--- config.mk ---
export PLATFORM = sky130hd
export DESIGN_NAME = red_pitaya_asg_bank_ctrl_flat
export DESIGN_NICKNAME = d
export VERILOG_FILES = /design/src/rtl/red_pitaya_asg_bank_ctrl_pkg.sv /design/src/rtl/red_pitaya_asg_bank_ctrl_if.sv /design/src/rtl/red_pitaya_asg_bank_ctrl.sv /design/src/flat_wrapper.sv
export SDC_FILE = /design/constraint.sdc
export NUM_CORES = 1
export LEC_CHECK = 0
export ABC_CLOCK_PERIOD_IN_PS = 2220
export BUFFER_PORTS_ARGS = -buffer_cell sky130_fd_sc_hd__buf_2
export CAP_MARGIN = 20
export CORE_AREA = 3 3 97 99
export DETAILED_ROUTE_END_ITERATION = 7
export DIE_AREA = 0 0 100 102
export SETUP_SLACK_MARGIN = 0.02
export SLEW_MARGIN = 0
export SYNTH_ARGS = -nofsm -noshare
export SYNTH_HDL_FRONTEND = slang
export SYNTH_SLANG_ARGS = --single-unit
--- constraint.sdc ---
create_clock -name dac_clk_i -period 2.22 [get_ports dac_clk_i]
set_input_delay 0 -clock dac_clk_i [delete_from_list [all_inputs] [get_ports dac_clk_i]]
set_output_delay 0 -clock dac_clk_i [all_outputs]
set_load 0.1 [all_outputs]
--- src/rtl/red_pitaya_asg_bank_ctrl_pkg.sv ---
// -----------------------------------------------------------------------------
// asg_dbuf_pkg
// Shared definitions for the double-buffered ASG bank-swap controller:
//   - bank_state_t : swap FSM states
//   - CSR bit positions for control writes and status reads
//   - default bank bases and CSR address, also used by the generator and bench
//   - in_window()  : half-open byte-window address match helper
// -----------------------------------------------------------------------------
package asg_dbuf_pkg;

    typedef enum logic [1:0] {
        IDLE    = 2'd0,
        PENDING = 2'd1,
        SWAP    = 2'd2
    } bank_state_t;

    // CSR write bits
    localparam int CSR_ARM_BIT    = 0;
    localparam int CSR_CANCEL_BIT = 1;
    localparam int CSR_FORCE_BIT  = 2;

    // CSR status fields
    localparam int CSR_ST_IDLE_BIT = 0;
    localparam int CSR_ST_BANK_BIT = 1;
    localparam int CSR_ST_PEND_BIT = 2;
    localparam int CSR_ST_CNT_LSB  = 16;

    localparam logic [31:0] DEF_B0_BASE  = 32'h0002_0000;
    localparam logic [31:0] DEF_B1_BASE  = 32'h0004_0000;
    localparam logic [31:0] DEF_CSR_ADDR = 32'h0000_0080;

    // True when addr lies in [base, base + win).
    function automatic logic in_window(input logic [31:0] addr,
                                       input logic [31:0] base,
                                       input logic [31:0] win);
        return (addr >= base) && (addr < (base + win));
    endfunction

endpackage

--- src/rtl/red_pitaya_asg_bank_ctrl_if.sv ---
// -----------------------------------------------------------------------------
// red_pitaya_asg_bank_ctrl_if
// System-bus slice seen by the bank-swap controller.
//   master : drives sys_addr/sys_wdata/sys_wen/sys_ren, receives rdata/ack/err
//   slave  : the controller side
// -----------------------------------------------------------------------------
interface red_pitaya_asg_bank_ctrl_if;

    logic [31:0] sys_addr;
    logic [31:0] sys_wdata;
    logic        sys_wen;
    logic        sys_ren;
    logic [31:0] sys_rdata;
    logic        sys_ack;
    logic        sys_err;

    modport master (
        output sys_addr, sys_wdata, sys_wen, sys_ren,
        input  sys_rdata, sys_ack, sys_err
    );

    modport slave (
        input  sys_addr, sys_wdata, sys_wen, sys_ren,
        output sys_rdata, sys_ack, sys_err
    );

endinterface

--- src/rtl/red_pitaya_asg_bank_ctrl.sv ---
// -----------------------------------------------------------------------------
// red_pitaya_asg_bank_ctrl
// Bank-swap controller for one ASG channel. Routes bus writes to the two
// waveform RAM banks and flips the played bank only at a table wrap or while
// the generator is idle.
// Ports:
//   dac_clk_i, dac_rst_i : clock, synchronous active-high reset
//   sys                  : bus slave (addr/wdata/wen/ren -> rdata/ack/err)
//   gen_wrap_i           : pulse, generator read pointer wrapped
//   gen_idle_i           : level, generator not playing
//   bank_sel_o           : bank currently played
//   ram_we_o             : one-hot bank write enable
//   ram_waddr_o/wdata_o  : RAM word address / data of the accepted write
//   swap_done_o          : one-cycle pulse when bank_sel_o flips
// -----------------------------------------------------------------------------
module red_pitaya_asg_bank_ctrl
    import asg_dbuf_pkg::*;
#(
    parameter int          RSZ      = 15,
    parameter int          DW       = 14,
    parameter logic [31:0] B0_BASE  = DEF_B0_BASE,
    parameter logic [31:0] B1_BASE  = DEF_B1_BASE,
    parameter logic [31:0] CSR_ADDR = DEF_CSR_ADDR
) (
    input  logic                         dac_clk_i,
    input  logic                         dac_rst_i,
    red_pitaya_asg_bank_ctrl_if.slave    sys,
    input  logic                         gen_wrap_i,
    input  logic                         gen_idle_i,
    output logic                         bank_sel_o,
    output logic [1:0]                   ram_we_o,
    output logic [RSZ-1:0]               ram_waddr_o,
    output logic [DW-1:0]                ram_wdata_o,
    output logic                         swap_done_o
);

    localparam logic [31:0] BANK_WIN = 32'd4 << RSZ;

    bank_state_t    state_q, state_d;
    logic           bank_sel_q, bank_sel_d;
    logic [15:0]    swap_cnt_q, swap_cnt_d;
    logic           arm_req_q, arm_req_d;
    logic           cancel_req_q, cancel_req_d;
    logic           force_req_q, force_req_d;
    logic           ack_q, ack_d;
    logic           err_q, err_d;
    logic [31:0]    rdata_q, rdata_d;
    logic [1:0]     we_q, we_d;
    logic [RSZ-1:0] waddr_q, waddr_d;
    logic [DW-1:0]  wdata_q, wdata_d;
    logic           swap_done_q, swap_done_d;

    logic hit_b0_s, hit_b1_s, hit_csr_s;
    logic judge_sel_s, bank_wr_ok_s, force_ok_s, cancel_wr_s;
    logic w_arm_s, w_cancel_s, w_force_s;
    logic unused_wdata_s;

    assign unused_wdata_s = ^sys.sys_wdata[31:DW];

    // Address decode and write-acceptance terms.
    always_comb begin
        hit_b0_s    = in_window(sys.sys_addr, B0_BASE, BANK_WIN);
        hit_b1_s    = in_window(sys.sys_addr, B1_BASE, BANK_WIN);
        hit_csr_s   = (sys.sys_addr == CSR_ADDR);
        w_arm_s     = sys.sys_wdata[CSR_ARM_BIT];
        w_cancel_s  = sys.sys_wdata[CSR_CANCEL_BIT];
        w_force_s   = sys.sys_wdata[CSR_FORCE_BIT];
        force_ok_s  = w_force_s & gen_idle_i;
        cancel_wr_s = sys.sys_wen & hit_csr_s & w_cancel_s;
        // bank_sel_q has already flipped during SWAP; judge against the old bank.
        judge_sel_s = (state_q == SWAP) ? ~bank_sel_q : bank_sel_q;
        if (hit_b1_s == judge_sel_s) begin
            bank_wr_ok_s = gen_idle_i;
        end else begin
            bank_wr_ok_s = (state_q != PENDING);
        end
    end

    // Bus response, RAM write port and swap FSM next-state logic.
    always_comb begin
        state_d      = state_q;
        bank_sel_d   = bank_sel_q;
        swap_cnt_d   = swap_cnt_q;
        arm_req_d    = 1'b0;
        cancel_req_d = 1'b0;
        force_req_d  = 1'b0;
        ack_d        = 1'b0;
        err_d        = 1'b0;
        rdata_d      = 32'd0;
        we_d         = 2'b00;
        waddr_d      = waddr_q;
        wdata_d      = wdata_q;
        swap_done_d  = 1'b0;

        if (sys.sys_wen) begin
            if (hit_csr_s) begin
                ack_d        = 1'b1;
                // An illegal FORCE is only an error when ARM is not also set.
                err_d        = w_force_s & ~gen_idle_i & ~w_arm_s;
                force_req_d  = force_ok_s;
                arm_req_d    = w_arm_s & ~force_ok_s;
                cancel_req_d = w_cancel_s;
            end else if (hit_b0_s || hit_b1_s) begin
                ack_d = 1'b1;
                if (bank_wr_ok_s) begin
                    we_d    = hit_b1_s ? 2'b10 : 2'b01;
                    waddr_d = sys.sys_addr[RSZ+1:2];
                    wdata_d = sys.sys_wdata[DW-1:0];
                end else begin
                    err_d = 1'b1;
                end
            end else begin
                ack_d = 1'b0;
            end
        end else if (sys.sys_ren) begin
            if (hit_csr_s) begin
                ack_d   = 1'b1;
                rdata_d = {swap_cnt_q, 13'd0, (state_q == PENDING), bank_sel_q, gen_idle_i};
            end else if (hit_b0_s || hit_b1_s) begin
                ack_d = 1'b1;
                err_d = 1'b1;
            end else begin
                ack_d = 1'b0;
            end
        end else begin
            ack_d = 1'b0;
        end

        case (state_q)
            IDLE: begin
                if (force_req_q) begin
                    state_d = SWAP;
                end else if (arm_req_q) begin
                    state_d = PENDING;
                end else begin
                    state_d = IDLE;
                end
            end
            PENDING: begin
                // A CANCEL being written or just registered beats a wrap/idle.
                if (cancel_req_q) begin
                    state_d = IDLE;
                end else if (cancel_wr_s) begin
                    state_d = PENDING;
                end else if (gen_wrap_i || gen_idle_i) begin
                    state_d = SWAP;
                end else begin
                    state_d = PENDING;
                end
            end
            SWAP:    state_d = IDLE;
            default: state_d = IDLE;
        endcase

        if (state_d == SWAP) begin
            bank_sel_d  = ~bank_sel_q;
            swap_cnt_d  = swap_cnt_q + 16'd1;
            swap_done_d = 1'b1;
        end else begin
            swap_done_d = 1'b0;
        end
    end

    // State and output registers with synchronous reset.
    always_ff @(posedge dac_clk_i) begin
        if (dac_rst_i) begin
            state_q      <= IDLE;
            bank_sel_q   <= 1'b0;
            swap_cnt_q   <= 16'd0;
            arm_req_q    <= 1'b0;
            cancel_req_q <= 1'b0;
            force_req_q  <= 1'b0;
            ack_q        <= 1'b0;
            err_q        <= 1'b0;
            rdata_q      <= 32'd0;
            we_q         <= 2'b00;
            waddr_q      <= '0;
            wdata_q      <= '0;
            swap_done_q  <= 1'b0;
        end else begin
            state_q      <= state_d;
            bank_sel_q   <= bank_sel_d;
            swap_cnt_q   <= swap_cnt_d;
            arm_req_q    <= arm_req_d;
            cancel_req_q <= cancel_req_d;
            force_req_q  <= force_req_d;
            ack_q        <= ack_d;
            err_q        <= err_d;
            rdata_q      <= rdata_d;
            we_q         <= we_d;
            waddr_q      <= waddr_d;
            wdata_q      <= wdata_d;
            swap_done_q  <= swap_done_d;
        end
    end

    assign sys.sys_ack   = ack_q;
    assign sys.sys_err   = err_q;
    assign sys.sys_rdata = rdata_q;
    assign bank_sel_o    = bank_sel_q;
    assign ram_we_o      = we_q;
    assign ram_waddr_o   = waddr_q;
    assign ram_wdata_o   = wdata_q;
    assign swap_done_o   = swap_done_q;

endmodule

--- src/flat_wrapper.sv ---
// flat-port wrapper written by rule: the top's interface ports become plain ports
module red_pitaya_asg_bank_ctrl_flat import asg_dbuf_pkg::*;
#(
    parameter int          RSZ      = 15,
    parameter int          DW       = 14,
    parameter logic [31:0] B0_BASE  = DEF_B0_BASE,
    parameter logic [31:0] B1_BASE  = DEF_B1_BASE,
    parameter logic [31:0] CSR_ADDR = DEF_CSR_ADDR
)
  (dac_clk_i, dac_rst_i, gen_wrap_i, gen_idle_i, bank_sel_o, ram_we_o, ram_waddr_o, ram_wdata_o, swap_done_o, sys_sys_addr, sys_sys_wdata, sys_sys_wen, sys_sys_ren, sys_sys_rdata, sys_sys_ack, sys_sys_err);
  red_pitaya_asg_bank_ctrl_if sys_i ();
  input  logic dac_clk_i;
  input  logic dac_rst_i;
  input  logic gen_wrap_i;
  input  logic gen_idle_i;
  output logic bank_sel_o;
  output logic [1:0] ram_we_o;
  output logic [RSZ-1:0] ram_waddr_o;
  output logic [DW-1:0] ram_wdata_o;
  output logic swap_done_o;
  input wire logic [$bits(sys_i.sys_addr)-1:0] sys_sys_addr;
  input wire logic [$bits(sys_i.sys_wdata)-1:0] sys_sys_wdata;
  input wire logic [$bits(sys_i.sys_wen)-1:0] sys_sys_wen;
  input wire logic [$bits(sys_i.sys_ren)-1:0] sys_sys_ren;
  output wire logic [$bits(sys_i.sys_rdata)-1:0] sys_sys_rdata;
  output wire logic [$bits(sys_i.sys_ack)-1:0] sys_sys_ack;
  output wire logic [$bits(sys_i.sys_err)-1:0] sys_sys_err;
  assign sys_i.sys_addr = sys_sys_addr;
  assign sys_i.sys_wdata = sys_sys_wdata;
  assign sys_i.sys_wen = sys_sys_wen;
  assign sys_i.sys_ren = sys_sys_ren;
  assign sys_sys_rdata = sys_i.sys_rdata;
  assign sys_sys_ack = sys_i.sys_ack;
  assign sys_sys_err = sys_i.sys_err;
  red_pitaya_asg_bank_ctrl #(.RSZ(RSZ), .DW(DW), .B0_BASE(B0_BASE), .B1_BASE(B1_BASE), .CSR_ADDR(CSR_ADDR)) u_core (.dac_clk_i(dac_clk_i), .dac_rst_i(dac_rst_i), .sys(sys_i), .gen_wrap_i(gen_wrap_i), .gen_idle_i(gen_idle_i), .bank_sel_o(bank_sel_o), .ram_we_o(ram_we_o), .ram_waddr_o(ram_waddr_o), .ram_wdata_o(ram_wdata_o), .swap_done_o(swap_done_o));
endmodule
Yosys cells after proc, flatten, opt, wreduce, memory -nomap -nowiden
Cells that the tools add are included.
{"block": "word_totals", "reg_bits": 88, "in_bits": 70, "out_inout_bits": 67}
{"block": "op_classes", "add_sub_neg": 1, "order_cmp": 4, "n_eq_ne": 6, "n_mux": 20, "n_bitwise": 15, "n_reduce_logical": 10}
{"op": "32-bit by 19-bit < comparator with 1-bit output (second input constant)", "n": 2}
{"op": "32-bit by 8-bit equality test with 1-bit output (second input constant)", "n": 1}
{"op": "32-bit by 18-bit greater-or-equal comparator with 1-bit output (second input constant)", "n": 1}
{"op": "32-bit by 19-bit greater-or-equal comparator with 1-bit output (second input constant)", "n": 1}
{"op": "16-bit by 1-bit adder with 16-bit output (second input constant)", "n": 1}
{"op": "1-bit two-way mux", "n": 14}
{"op": "2-bit two-way mux", "n": 5}
{"op": "1-bit inverter", "n": 9}
{"op": "1-bit AND", "n": 6}
{"op": "3-bit OR reduction", "n": 2}
{"op": "5-bit OR reduction", "n": 1}
{"op": "2-bit equality test (second input constant)", "n": 2}
{"op": "2-bit case mux with 2 select lines", "n": 1}
{"op": "4-bit AND reduction", "n": 1}
{"op": "4-bit OR reduction", "n": 1}
{"op": "2-bit by 1-bit equality test with 1-bit output (second input constant)", "n": 1}
{"op": "1-bit logical AND", "n": 2}
{"op": "2-bit zero test", "n": 1}
{"op": "1-bit logical OR", "n": 2}
{"op": "2-bit by 1-bit inequality test with 1-bit output (second input constant)", "n": 1}
{"op": "1-bit equality test", "n": 1}

Longest topological paths before layout
{"block": "logic_depth", "word_depth": 8, "depth_mapped": 9}

Worst setup path before layout
Ideal clock, no wire load.
{"block": "synth_timing", "kind": "reg-to-reg", "startpoint": "register u_core.bank_sel_q (netlist: u_core.bank_sel_o)", "endpoint": "register u_core.waddr_q[14] (netlist: u_core.ram_waddr_o[14])", "setup_time_ns": 0.128, "arrival_time_ns": 2.217, "t_required_ns": 2.092, "setup_slack_ns": -0.124, "path_stages_with_launch": 9, "synth_period_minus_slack_ns": 2.344, "path_cell_list": "dfxtp_1 > nand2_1 > a21oi_1 > o21bai_1 > a21oi_1 > buf_4 > buf_4 > mux2i_1 > nor2_1"}
{"block": "synth_via", "elab_chain_cells": 5}
{"element": "from (decl)", "line_no": "red_pitaya_asg_bank_ctrl.sv:40", "text": "logic bank_sel_q, bank_sel_d;"}
{"element": "from (signal assigned)", "line_no": "red_pitaya_asg_bank_ctrl.sv:182", "text": "bank_sel_q <= bank_sel_d;"}
{"element": "1-bit inverter", "line_no": "red_pitaya_asg_bank_ctrl.sv:71", "text": "judge_sel_s = (state_q == SWAP) ? ~bank_sel_q : bank_sel_q;"}
{"element": "1-bit two-way mux (*)", "line_no": "red_pitaya_asg_bank_ctrl.sv:71"}
{"element": "1-bit equality test (*)", "line_no": "red_pitaya_asg_bank_ctrl.sv:72", "text": "if (hit_b1_s == judge_sel_s) begin"}
{"element": "1-bit two-way mux (*)", "line_no": "red_pitaya_asg_bank_ctrl.sv:72"}
{"element": "4-bit AND reduction (no source line) (*)"}
{"element": "to (signal assigned)", "line_no": "red_pitaya_asg_bank_ctrl.sv:191", "text": "waddr_q <= waddr_d;"}
{"element": "to (decl)", "line_no": "red_pitaya_asg_bank_ctrl.sv:49", "text": "logic [RSZ-1:0] waddr_q, waddr_d;"}
Mark *: on every way between the ends. The rest lies on a longest branch, timed or not.
A chain may end at the register's enable or synchronous reset.

Worst setup path after layout
{"block": "layout_timing", "startpoint": "input sys_sys_addr[9]", "endpoint": "register u_core.swap_cnt_q[15]"}
{"block": "layout_via", "elab_chain_cells": 7}
{"element": "from (decl)", "line_no": "flat_wrapper.sv:21", "text": "input wire logic [$bits(sys_i.sys_addr)-1:0] sys_sys_addr;"}
{"element": "32-bit by 8-bit equality test with 1-bit output", "line_no": "red_pitaya_asg_bank_ctrl.sv:64", "text": "hit_csr_s = (sys.sys_addr == CSR_ADDR);"}
{"element": "1-bit AND (2 in series)", "line_no": "red_pitaya_asg_bank_ctrl.sv:69", "text": "cancel_wr_s = sys.sys_wen & hit_csr_s & w_cancel_s;"}
{"element": "2-bit two-way mux", "line_no": "red_pitaya_asg_bank_ctrl.sv:143", "text": "end else if (cancel_wr_s) begin"}
{"element": "2-bit two-way mux", "line_no": "red_pitaya_asg_bank_ctrl.sv:141", "text": "if (cancel_req_q) begin"}
{"element": "2-bit case mux with 2 select lines", "line_no": "red_pitaya_asg_bank_ctrl.sv:129", "text": "case (state_q)"}
{"element": "2-bit equality test", "line_no": "red_pitaya_asg_bank_ctrl.sv:155", "text": "if (state_d == SWAP) begin"}
{"element": "to (signal assigned)", "line_no": "red_pitaya_asg_bank_ctrl.sv:183", "text": "swap_cnt_q <= swap_cnt_d;"}
{"element": "to (decl)", "line_no": "red_pitaya_asg_bank_ctrl.sv:41", "text": "logic [15:0] swap_cnt_q, swap_cnt_d;"}
No other way between the ends.

==> summary.md <==
| Metric | Value |
|---|---|
| Max FO, Critical Path | 11 |
| Post-synthesis sequential area ratio | 49.7% |
| Ys Warns | 0 |
| Port bufs | 105 |
| CTS buffer count | 9 |
| Hold_sp | sys_sys_addr[30] |
| Worst hold stages | 4 |
| Final wirelength | 7180 µm |
| Leakage power | 1.81 nW |
| Critical path endpoint category | register |
| Post-route ant nets | 0 |
| CTS tree | yes |
| Critical path data arrival time | 2.24 ns |
| Flops & latches, synth | 75 |
| Crit path launch type | input port |
| Post-Syn Area | 3020 µm² |
| Initial antenna violation count | 0 |
| Final Hold Fails | 0 |
| Row count | 34 |
| Fin. max-slew vios | 0 |
| Hold Path Class | input port to register |
| Met1 wire length | 2940 µm |
| Final cell count without fillers | 566 |
| Setup Crit Path Kind | input port to register |
| Status | complete, no violations |
| EDFF count, synth | 0 |
| Die H | 102 µm |
| Skew final | 0.00402 ns |
| Asr flop ratio synth | 0% |
| Dpl hpwl | 5050 µm |
| FF-to-FF path depth | 8 |
| P per Cell Area | 613 nW/µm² |
| Synth top area share | 49.7% |
| Hold EP | u_core.ram_we_o[1]$_SDFF_PP0_ |
| Core footprint | 8640 µm² |
| Starting Density | 35.0% |
| Die width | 100 µm |
| Netlist cell types | 40 |
| Max cap viols | 0 |
| Commonest non-fill, non-tap cells in the layout | 105 x buf_2, 74 x dfxtp_1, 54 x nor2_1 |
| RSZ-0062 raised after global routing | true |
| Setup TNS | 0 ns |
| Met3 wire length | 401 µm |
| Post-synth top area cell | dfxtp_1 |
| Worst setup margin | 0.212 ns |
| GRT Overall Usage | 14.2% |
| 1st-pass router iterations | 4 |
| Syn avg cell area | 9.59 µm² |
| Area Growth Syn to Fin | 36.7% |
| Top cells by area, synth | dfxtp_1 50%, mux2i_1 9.6%, nor2_1 6.7% |
| IO Pins | 137 |
| Worst path required time | 2.45 ns |
| Final global-route overflow total | 0 |
| Final net count | 525 |
| Worst slew margin | 57.3% |
| Pre-CTS setup slack | 0.0879 ns |
| Launch point of the worst reg-to-reg path | u_core.state_q[1]$_SDFF_PP0_ |
| Most common cell after layout, fill and taps aside | buf_2 |
| H-Tree Depth | 3 |
| Fmax achieved | 498 MHz |
| Final min period | 2.01 ns |
| Max layer used | met4 |
| Setup bufs post-CTS | 0 |
| Largest net degree at the start of global routing | 34 |
| First-pass GRT wire length | 11,600 µm |
| DR vias | 2,597 |
| Worst vdd ir | 0.293 mV |
| N_diodes | 0 |
| DRC errors left | 0 |
| Initial DRC Count | 51 |
| Detail-routed via count per cell | 4.59 |
| Clk Tree Root Cell | clkbuf_8 |
| Setup-failing EPs final | 0 |
| # clock sinks | 75 |
| Mapped Cells | 315 |
| Final period utilization | 90.4% |
| Share of post-route cells with drive strength above 1 | 29.0% |
| Placer congestion estimate | 0.768 |
| Placed Cells | 518 |
| Clk pin slew, worst setup/hold paths | 0.07 ns |
| Hold slack | 0.0877 ns |
| Worst R2R Setup Slack | 0.32 ns |
| Wirelength per Cell | 12.7 µm |
| Post-synth top flop | dfxtp_1 |
| WL met2 | 3730 µm |
| Capturing point of the worst reg2reg path | u_core.ram_waddr_o[2]$_SDFFE_PP0P_ |
| Vias in the first global route | 2,549 |
| Clk Latency, worst-skew pair | 0.34 ns |
| Die area | 10,200 µm² |
| Worst Tran Pin Value | 0.641 ns |
| Clk buf depth | 2 |
[stage by stage]
stage / instance area [µm²] / total power, mW / util, %
final: 4130 / 2.53 / 47.8
after global routing: 4130 / 2.65 / 47.8
after CTS: 4130 / 2.57 / 47.8
after detailed placement: 3620 / 1.57 / 41.9
after global placement: 3620 / 1.57 / 41.9
after floorplan: 3070 / 1.52 / -
[synthesized netlist by cell type (3+ instances only)]
cell	n
nand3_1	12
clkbuf_1	7
and3_1	4
nand2_1	12
buf_4	15
mux2i_1	29
a21oi_1	8
and2_1	20
nor2_1	54
nor4_1	3
nand4_1	8
nor3_1	4
inv_1	5
buf_2	3
dfxtp_1	75
or3_1	4
xor2_1	14
nand2b_1	4
nor4b_1	4
nor2b_1	3
[worst max path at each step]
stage / start / end / depth (start not counted)
after floorplan: u_core.bank_sel_o$_SDFFE_PP0N_ / u_core.ram_waddr_o[14]$_SDFFE_PP0P_ / 8
after global placement: sys_sys_addr[13] / u_core.swap_cnt_q[15]$_SDFFE_PP0N_ / 7
after detailed placement: sys_sys_addr[13] / u_core.swap_cnt_q[15]$_SDFFE_PP0N_ / 7
after CTS: sys_sys_addr[3] / u_core.swap_cnt_q[15]$_SDFFE_PP0N_ / 8
after global routing: sys_sys_addr[4] / u_core.swap_cnt_q[10]$_SDFFE_PP0N_ / 9
final: sys_sys_addr[9] / u_core.swap_cnt_q[15]$_SDFFE_PP0N_ / 8
[metal layers]
layer,track usage [%],vias to the layer above
li1,-,1323
met1,16.0,1197
met2,25.1,70
met3,3.62,7
met4,7.05,0
met5,0,-
[registers in the layout, summed over array words and instances, names as in the netlist, 2 cells and up]
| name | count |
|---|---|
| u_core.ram_waddr_o | 15 |
| u_core.ram_wdata_o | 14 |
| u_core.ram_we_o | 2 |
| u_core.state_q | 2 |
| u_core.sys.sys_rdata | 19 |
| u_core.swap_cnt_q | 16 |
[power breakdown]
| part | internal [mW] | switching (mW) |
|---|---|---|
| Clock | 0.459 | 0.490 |
| Sequential | 1.34 | 0.00000461 |
| Combinational | 0.0826 | 0.156 |
[cell families after synthesis]
logic type | synth area share (%)
AND/OR/NAND/NOR | 25.4
buffers and inverters | 6.58
AO/OA/AOI/OAI | 3.35
flip-flops | 49.7
multiplexers | 10.4
other | 0.124
XOR/XNOR | 4.06
adder cells (fa/ha/maj) | 0.414
[critical path, stage by stage]
cell and delay [ns]:
dlygate4sd3_1 0.54, buf_2 0.13, nor4_1 0.27, nand4_1 0.17
or4b_4 0.60, nand4_1 0.16, nor2_1 0.07, mux2_1 0.30
[final cells by class]
type | instances | area [µm²]
fillers | 846 | 4510
flip-flops and latches | 75 | 1500
multi-input cells | 219 | 1380
repair buffers | 144 | 913
clock buffers | 11 | 151
well taps | 108 | 135
clock inverters | 4 | 26.3
inverters | 5 | 18.8
[timing repair]
item	CTS	global route
resized for setup	0	2
hold endpoints to repair	36	0
hold buffers	33	0
setup endpoints to repair	0	11
No activity file was read; power rests on OpenSTA's default activity.
